### src/rtl/cla_share_arb.sv
// Round-robin sequencer sharing one adder; result registered ADD_LAT+1 cycles after accept.
// No grant is made until the held response has been taken (resp_valid & resp_ready).
module cla_share_arb #(
  parameter int N_REQ   = 4,
  parameter int W       = 8,
  parameter int ADD_LAT = 1
) (
  input  logic                     clk,
  input  logic                     rst_n,
  input  logic [N_REQ-1:0]         req_valid,
  input  logic [N_REQ*W-1:0]       req_a,
  input  logic [N_REQ*W-1:0]       req_b,
  input  logic [N_REQ-1:0]         req_cin,
  output logic [N_REQ-1:0]         req_ready,
  output logic [W-1:0]             add_a,
  output logic [W-1:0]             add_b,
  output logic                     add_cin,
  output logic                     add_en,
  input  logic [W-1:0]             add_sum,
  input  logic                     add_cout,
  output logic                     resp_valid,
  input  logic                     resp_ready,
  output logic [W-1:0]             resp_sum,
  output logic                     resp_cout,
  output logic [$clog2(N_REQ)-1:0] resp_id,
  output logic                     busy
);

  localparam int IDW = $clog2(N_REQ);

  typedef enum logic [1:0] {
    IDLE = 2'd0,
    CALC = 2'd1,
    RESP = 2'd2
  } state_t;

  typedef struct packed {
    logic [W-1:0] a;
    logic [W-1:0] b;
    logic         cin;
  } opnd_t;

  state_t         state_q;
  state_t         state_d;
  logic [IDW-1:0] rr_ptr;
  logic [IDW-1:0] gnt_idx;
  logic [IDW-1:0] ptr_nxt;
  logic           gnt_vld;
  logic [2:0]     lat_cnt;
  opnd_t          opnd_q;
  opnd_t          gnt_opnd;
  logic           accept;
  logic           capture;
  logic           lat_dec;
  logic           done;

  // Index k positions after base, wrapped into 0..N_REQ-1.
  function automatic logic [IDW-1:0] rot_idx(input logic [IDW-1:0] base, input int k);
    int s;
    s = int'(base) + k;
    if (s >= N_REQ) s = s - N_REQ;
    return IDW'(s);
  endfunction

  always_comb begin
    gnt_vld = 1'b0;
    gnt_idx = '0;
    for (int k = 0; k < N_REQ; k++) begin
      if (!gnt_vld && req_valid[rot_idx(rr_ptr, k)]) begin
        gnt_vld = 1'b1;
        gnt_idx = rot_idx(rr_ptr, k);
      end
    end
  end

  always_comb begin
    gnt_opnd.a   = req_a[int'(gnt_idx)*W +: W];
    gnt_opnd.b   = req_b[int'(gnt_idx)*W +: W];
    gnt_opnd.cin = req_cin[gnt_idx];
    ptr_nxt      = (gnt_idx == IDW'(N_REQ - 1)) ? '0 : gnt_idx + IDW'(1);
  end

  always_ff @(posedge clk or negedge rst_n) begin
    if (!rst_n) state_q <= IDLE;
    else        state_q <= state_d;
  end

  // rst_n gates the grant so req_ready is quiet for the whole reset window.
  always_comb begin
    state_d   = state_q;
    req_ready = '0;
    add_en    = 1'b0;
    busy      = 1'b1;
    accept    = 1'b0;
    capture   = 1'b0;
    lat_dec   = 1'b0;
    done      = 1'b0;
    case (state_q)
      IDLE: begin
        busy = 1'b0;
        if (gnt_vld && rst_n) begin
          req_ready = N_REQ'(1) << gnt_idx;
          accept    = 1'b1;
          state_d   = CALC;
        end
      end
      CALC: begin
        add_en = 1'b1;
        if (lat_cnt == 3'd0) begin
          capture = 1'b1;
          state_d = RESP;
        end else begin
          lat_dec = 1'b1;
        end
      end
      RESP: begin
        if (resp_ready) begin
          done    = 1'b1;
          state_d = IDLE;
        end
      end
      default: state_d = IDLE;
    endcase
  end

  always_ff @(posedge clk or negedge rst_n) begin
    if (!rst_n) begin
      opnd_q     <= '0;
      rr_ptr     <= '0;
      lat_cnt    <= 3'd0;
      resp_valid <= 1'b0;
      resp_sum   <= '0;
      resp_cout  <= 1'b0;
      resp_id    <= '0;
    end else begin
      if (accept) begin
        opnd_q  <= gnt_opnd;
        resp_id <= gnt_idx;
        rr_ptr  <= ptr_nxt;
        lat_cnt <= 3'(ADD_LAT);
      end
      if (lat_dec) lat_cnt <= lat_cnt - 3'd1;
      if (capture) begin
        resp_sum   <= add_sum;
        resp_cout  <= add_cout;
        resp_valid <= 1'b1;
      end
      if (done) resp_valid <= 1'b0;
    end
  end

  assign add_a   = opnd_q.a;
  assign add_b   = opnd_q.b;
  assign add_cin = opnd_q.cin;

endmodule

### config.mk
export PLATFORM = sky130hd
export DESIGN_NAME = cla_share_arb
export DESIGN_NICKNAME = d
export VERILOG_FILES = /design/src/rtl/cla_share_arb.sv
export SDC_FILE = /design/constraint.sdc
export NUM_CORES = 1
export LEC_CHECK = 0
export BUFFER_PORTS_ARGS = -buffer_cell sky130_fd_sc_hd__buf_2
export CORE_MARGIN = 5
export CORE_UTILIZATION = 44
export CTS_BUF_LIST = sky130_fd_sc_hd__clkbuf_16
export CTS_CLUSTER_SIZE = 20
export DETAILED_ROUTE_END_ITERATION = 10
export HOLD_SLACK_MARGIN = 0.03
export PLACE_DENSITY = 0.86
export REMOVE_ABC_BUFFERS = 1
export SYNTH_ARGS = -nofsm -noshare
export SYNTH_HDL_FRONTEND = slang
export SYNTH_SLANG_ARGS = --single-unit
### constraint.sdc
create_clock -name clk -period 2.1 [get_ports clk]
set_input_delay 0.315 -clock clk [delete_from_list [all_inputs] [get_ports clk]]
set_output_delay 0.315 -clock clk [all_outputs]
set_load 0.1 [all_outputs]
### Yosys cells after proc, flatten, opt, wreduce, memory -nomap -nowiden

Index checks and enable logic that the tools add are counted.
Widths: inputs -> output; s select.

* register bits after elaboration: 36
* bits in latches: 0
* bits in writable memories: 0
* bits in read-only memories: 0
* output and inout port bits: 35
* logic and storage cells: 92
* memories kept: 0

* $add $sub $neg: 9
* $mul: 0
* div/mod/pow operators: 0
* order comparisons: 9
* eq/ne operators: 6
* shifts and indexed selects: 3
* mux-type cells: 43
* bitwise gates (word level): 0
* reductions and logical operators: 12

Operators by type and width (count)
* $shiftx 32x6->8: 2
* $mux 2: 12
* $mux 1: 21
* $lt 2x3->1 const B: 5
* $bmux 1 s2: 5
* $ge 3x3->1 const B: 3
* $mux 4: 2
* $sub 2x1->2 const B: 4
* $add 2x2->3 const B: 2
* $mux 3: 2
* $ne 2x2->1 const B: 3
* $pmux 2 s3: 1
* $eq 2x2->1 const B: 2
* $logic_and 1x1->1: 4
* $reduce_bool 2->1: 2
* $shl 1x2->4 const A: 1
* $add 2x1->3 const B: 1
* $ge 2x3->1 const B: 1
* $logic_not 1->1: 3
* $logic_not 3->1: 1
* $reduce_and 3->1: 1
* $sub 3x1->3 const B: 1
* $add 2x1->2 const B: 1
* $eq 2x1->1 const B: 1
* $logic_not 2->1: 1

### Depth between registers and ports, before layout

* depth in word-level cells: 19
* mapped depth: 7
* depth with buffers taken out: 7

### Least setup slack after synthesis

OpenSTA, ideal clock, no wires.

* path kind: reg2out
* from: register rr_ptr[0]
* to: output req_ready[1]
* arrival: 3.290 ns
* data required time: 1.785 ns
* slack: -1.505 ns
* cell stages (with the launch flop): 6
* cell sequence: dfrtp_1 > nand2b_1 > a21oi_1 > a211oi_2 > buf_2 > nor3b_1

* word-level cells in the longest chain between the ends: 17
* elaborated cells between the ends (all ways): 41
* classes of those cells: add/sub: 7; order compare: 4; shift: 1; mux: 22; reduce/logical: 7

Ends and longest elaborated chain
* from (decl): RTL line 45 `logic [IDW-1:0] rr_ptr;`
* from (signal assigned): RTL line 139 `rr_ptr <= ptr_nxt;`
* branches (longest 15 deep; another with $add 2x1->3)
* $mux 4 *: RTL line 101 `if (gnt_vld && rst_n) begin`
* $mux 4 *: RTL line 98 `case (state_q)`
* to (decl): RTL line 14 `output logic [N_REQ-1:0] req_ready,`

Every way passes the cells marked *. The select of a mux whose other input is x is not followed.

### Worst setup path after layout

Same ends and word-level chain as after synthesis.

==> results.sh <==
export IMPL_status="complete, no violations"
export IMPL_path_cells="nand2b_4 > a21oi_4 > nor3_4 > buf_4 > nor3b_2 > buf_12"
export IMPL_r2r_setup_slack_ns=0.21
export IMPL_start_util_pct=46.1
export IMPL_tightestPinTransition_ns=0.498
export IMPL_htree_levels=2
export IMPL_route_met2_wl_mm=2.87
export IMPL_grt_max_degree=37
export IMPL_grt_pass1_vias=2000
export IMPL_yosys_warnings=0
export IMPL_rsz0062_at_grt="no"
export IMPL_die_area_um2=6120
export IMPL_drc=0
export IMPL_syn2layout_area_growth_pct=46.5
export IMPL_wl_met3_um=391
export IMPL_cp_required_ns=1.78
export IMPL_syn_area_um2=2050
export IMPL_cts_tree="built"
export IMPL_syn_area_per_cell_um2=11.5
export IMPL_met1_length_mm=2.07
export IMPL_synth_most_common_cell="dfrtp_1"
export IMPL_final_cell_area_um2=3000
export IMPL_synth_common_cells="36 x dfrtp_1, 34 x mux2i_1, 25 x nand2_1"
export IMPL_num_vias=1851
export IMPL_io_pins=119
export IMPL_wirelength_mm=5.39
export IMPL_syn_inst=178
export IMPL_io_buffers=118
export IMPL_yosysSeqAreaShare_pct=44.0
export IMPL_slew_headroom_pct=67.0
export IMPL_clockBufferDepth=2
export IMPL_finalCriticalPeriod_ns=2.01
export IMPL_slowest_delay_ns=0.41
export IMPL_cts_sinks=36
export IMPL_diodes=0
export IMPL_fillers=343
export IMPL_hold_viol_final=0
export IMPL_rows=24
export IMPL_layout_nets=394
export IMPL_ys_top_cells_by_area="dfrtp_1 44%, mux2i_1 17%, o221ai_2 7.3%, mux2_2 4.9%, nand2_1 4.6%"
export IMPL_grt_pass1_wl_mm=8.83
export IMPL_setup_total_negative_slack_ns=0
export IMPL_path_clk_slew_ns=0.05
export IMPL_clock_latency_ns=0.27
export IMPL_end_kind="output port"
export IMPL_drive_above_1_share_pct=56.2
export IMPL_reg2reg_depth=8
export IMPL_slowest_stage="dfrtp_1"
export IMPL_cap_violations=0
export IMPL_min_period_over_period_pct=95.7
export IMPL_synth_edf_count=0
export IMPL_drtAntennaViolNets=0
export IMPL_grt_overflow=0
export IMPL_synthArstFlopShare_pct=100
export IMPL_root_buffer="clkbuf_16"
export IMPL_place_area_um2=2770
export IMPL_synth_top_cell_by_area="dfrtp_1"
export IMPL_critPathLaunchType="flip-flop"
export IMPL_cts_hold_buf=0
export IMPL_maxSlewViolCount=0
export IMPL_cp_max_fo=6
export IMPL_antenna_found_initial=0
export IMPL_drt_iter0_markers=36
export IMPL_skew_ns=0.00301
export IMPL_critPathArrivalTime_ns=1.69
export IMPL_core_area_um2=4440
export IMPL_dr_pass1_iters=4
export IMPL_yosysUniqueCellTypes=32
export IMPL_die_h_um=78.2
export IMPL_hp_class="input port to asynchronous set/reset pin"
export IMPL_grt_usage_pct=17.8
export IMPL_cts_buffers=5
export IMPL_yosys_register_bits=36
export IMPL_topRoutingLayerUsed="met4"
export IMPL_synth_top_area_share_pct=44.0
export IMPL_finalSetupViolCount=0
export IMPL_fmax_ghz=0.498
export IMPL_gp_congestion=0.751
export IMPL_worst_setup_path_type="flip-flop to output port"
export IMPL_ys_flop_type="dfrtp_1"
export IMPL_reg2reg_to="add_b[7]"
export IMPL_r2r_start="rr_ptr[0]"
export IMPL_hpwl_mm=4.25
export IMPL_routedWlPerCell_um=15.0
export IMPL_die_width_um=78.2
export IMPL_viasPerCell=5.14
## sequential cells by signal (all words and copies together), names as in the netlist
| signal | flops |
|---|---|
| add_b | 8 |
| add_a | 8 |
| add_cin | 1 |
| state_q | 2 |
| resp_cout | 1 |
| resp_valid | 1 |
| resp_sum | 8 |
| resp_id | 2 |
| lat_cnt | 3 |
| rr_ptr | 2 |
## placed cells by master (no fill, tap or decap), types with 2 or more instances in the layout
cell       instances
buf_2            114
buf_12             6
mux2i_1           34
o21ai_0            5
clkbuf_16          5
nand2b_1           3
o221ai_1           7
a21oi_2            2
ha_1               2
o221ai_2          10
nor3b_2            3
inv_1             10
buf_4             11
dfrtp_1           35
mux2_2             9
nand3_1            2
nand2_1           25
nor2_1             6
## critical path: cells and delay by family, from the launching register on
kind / cells / cell delay, ns
AO/OA/AOI/OAI: 1 / 0.15
flip-flops: 1 / 0.41
AND/OR/NAND/NOR: 3 / 0.51
buffers and inverters: 2 / 0.35
## what timing repair did
item                                    in CTS  in global routing
pin swaps                                    3                  3
setup buffers                                3                  3
endpoints found under the setup margin       3                  2
gates resized for setup                      7                  4
## stage by stage
stage | utilization [%] | std cells | hold WS, ns | setup slack [ns]
after global routing | 67.5 | 360 | 0.189 | 0.000824
after CTS | 66.5 | 357 | 0.161 | -0.0133
final | 67.5 | 360 | 0.148 | 0.0906
after detailed placement | 62.4 | 346 | 0.455 | 0.126
after global placement | 62.4 | 346 | 0.455 | 0.156
after floorplan | - | 169 | 0.0194 | -3.23
## worst max-delay path by stage
stage	start	to	cells after the start	slack [ns]
floorplan	rr_ptr[0]	req_ready[1]	4	-3.23
global placement	req_valid[0]	req_ready[1]	6	0.16
detailed placement	req_valid[0]	req_ready[1]	6	0.13
CTS	rr_ptr[1]	req_ready[3]	6	-0.01
global route	rr_ptr[0]	req_ready[1]	6	0.0008
finish	rr_ptr[0]	req_ready[1]	6	0.09
## layout make-up
cell class	count	area (µm²)	share of cell area, %
Clock buffer	5	125	4.17
Clock inverter	3	11.3	0.375
Inverter	9	36.3	1.21
Multi-Input combinational cell	124	1090	36.3
Sequential cell	36	902	30.1
Tap cell	52	65.1	2.17
Timing Repair Buffer	131	773	25.8
## layer usage
metal  vias to the layer above  track usage (%)
li1                        908                -
met1                       870             19.8
met5                         -                0
met2                        69             33.0
met4                         0             5.94
met3                         4             4.69
## cell families after synthesis
family          synth area share, %
compound gates                 13.8
fa+ha+maj                      1.83
mux                            22.1
simple gates                   12.8
buf+inv                        5.50
flops                          44.0
Power is not shown: default switching activity piles up to over one toggle a cycle in this logic, so the estimate is an artifact.
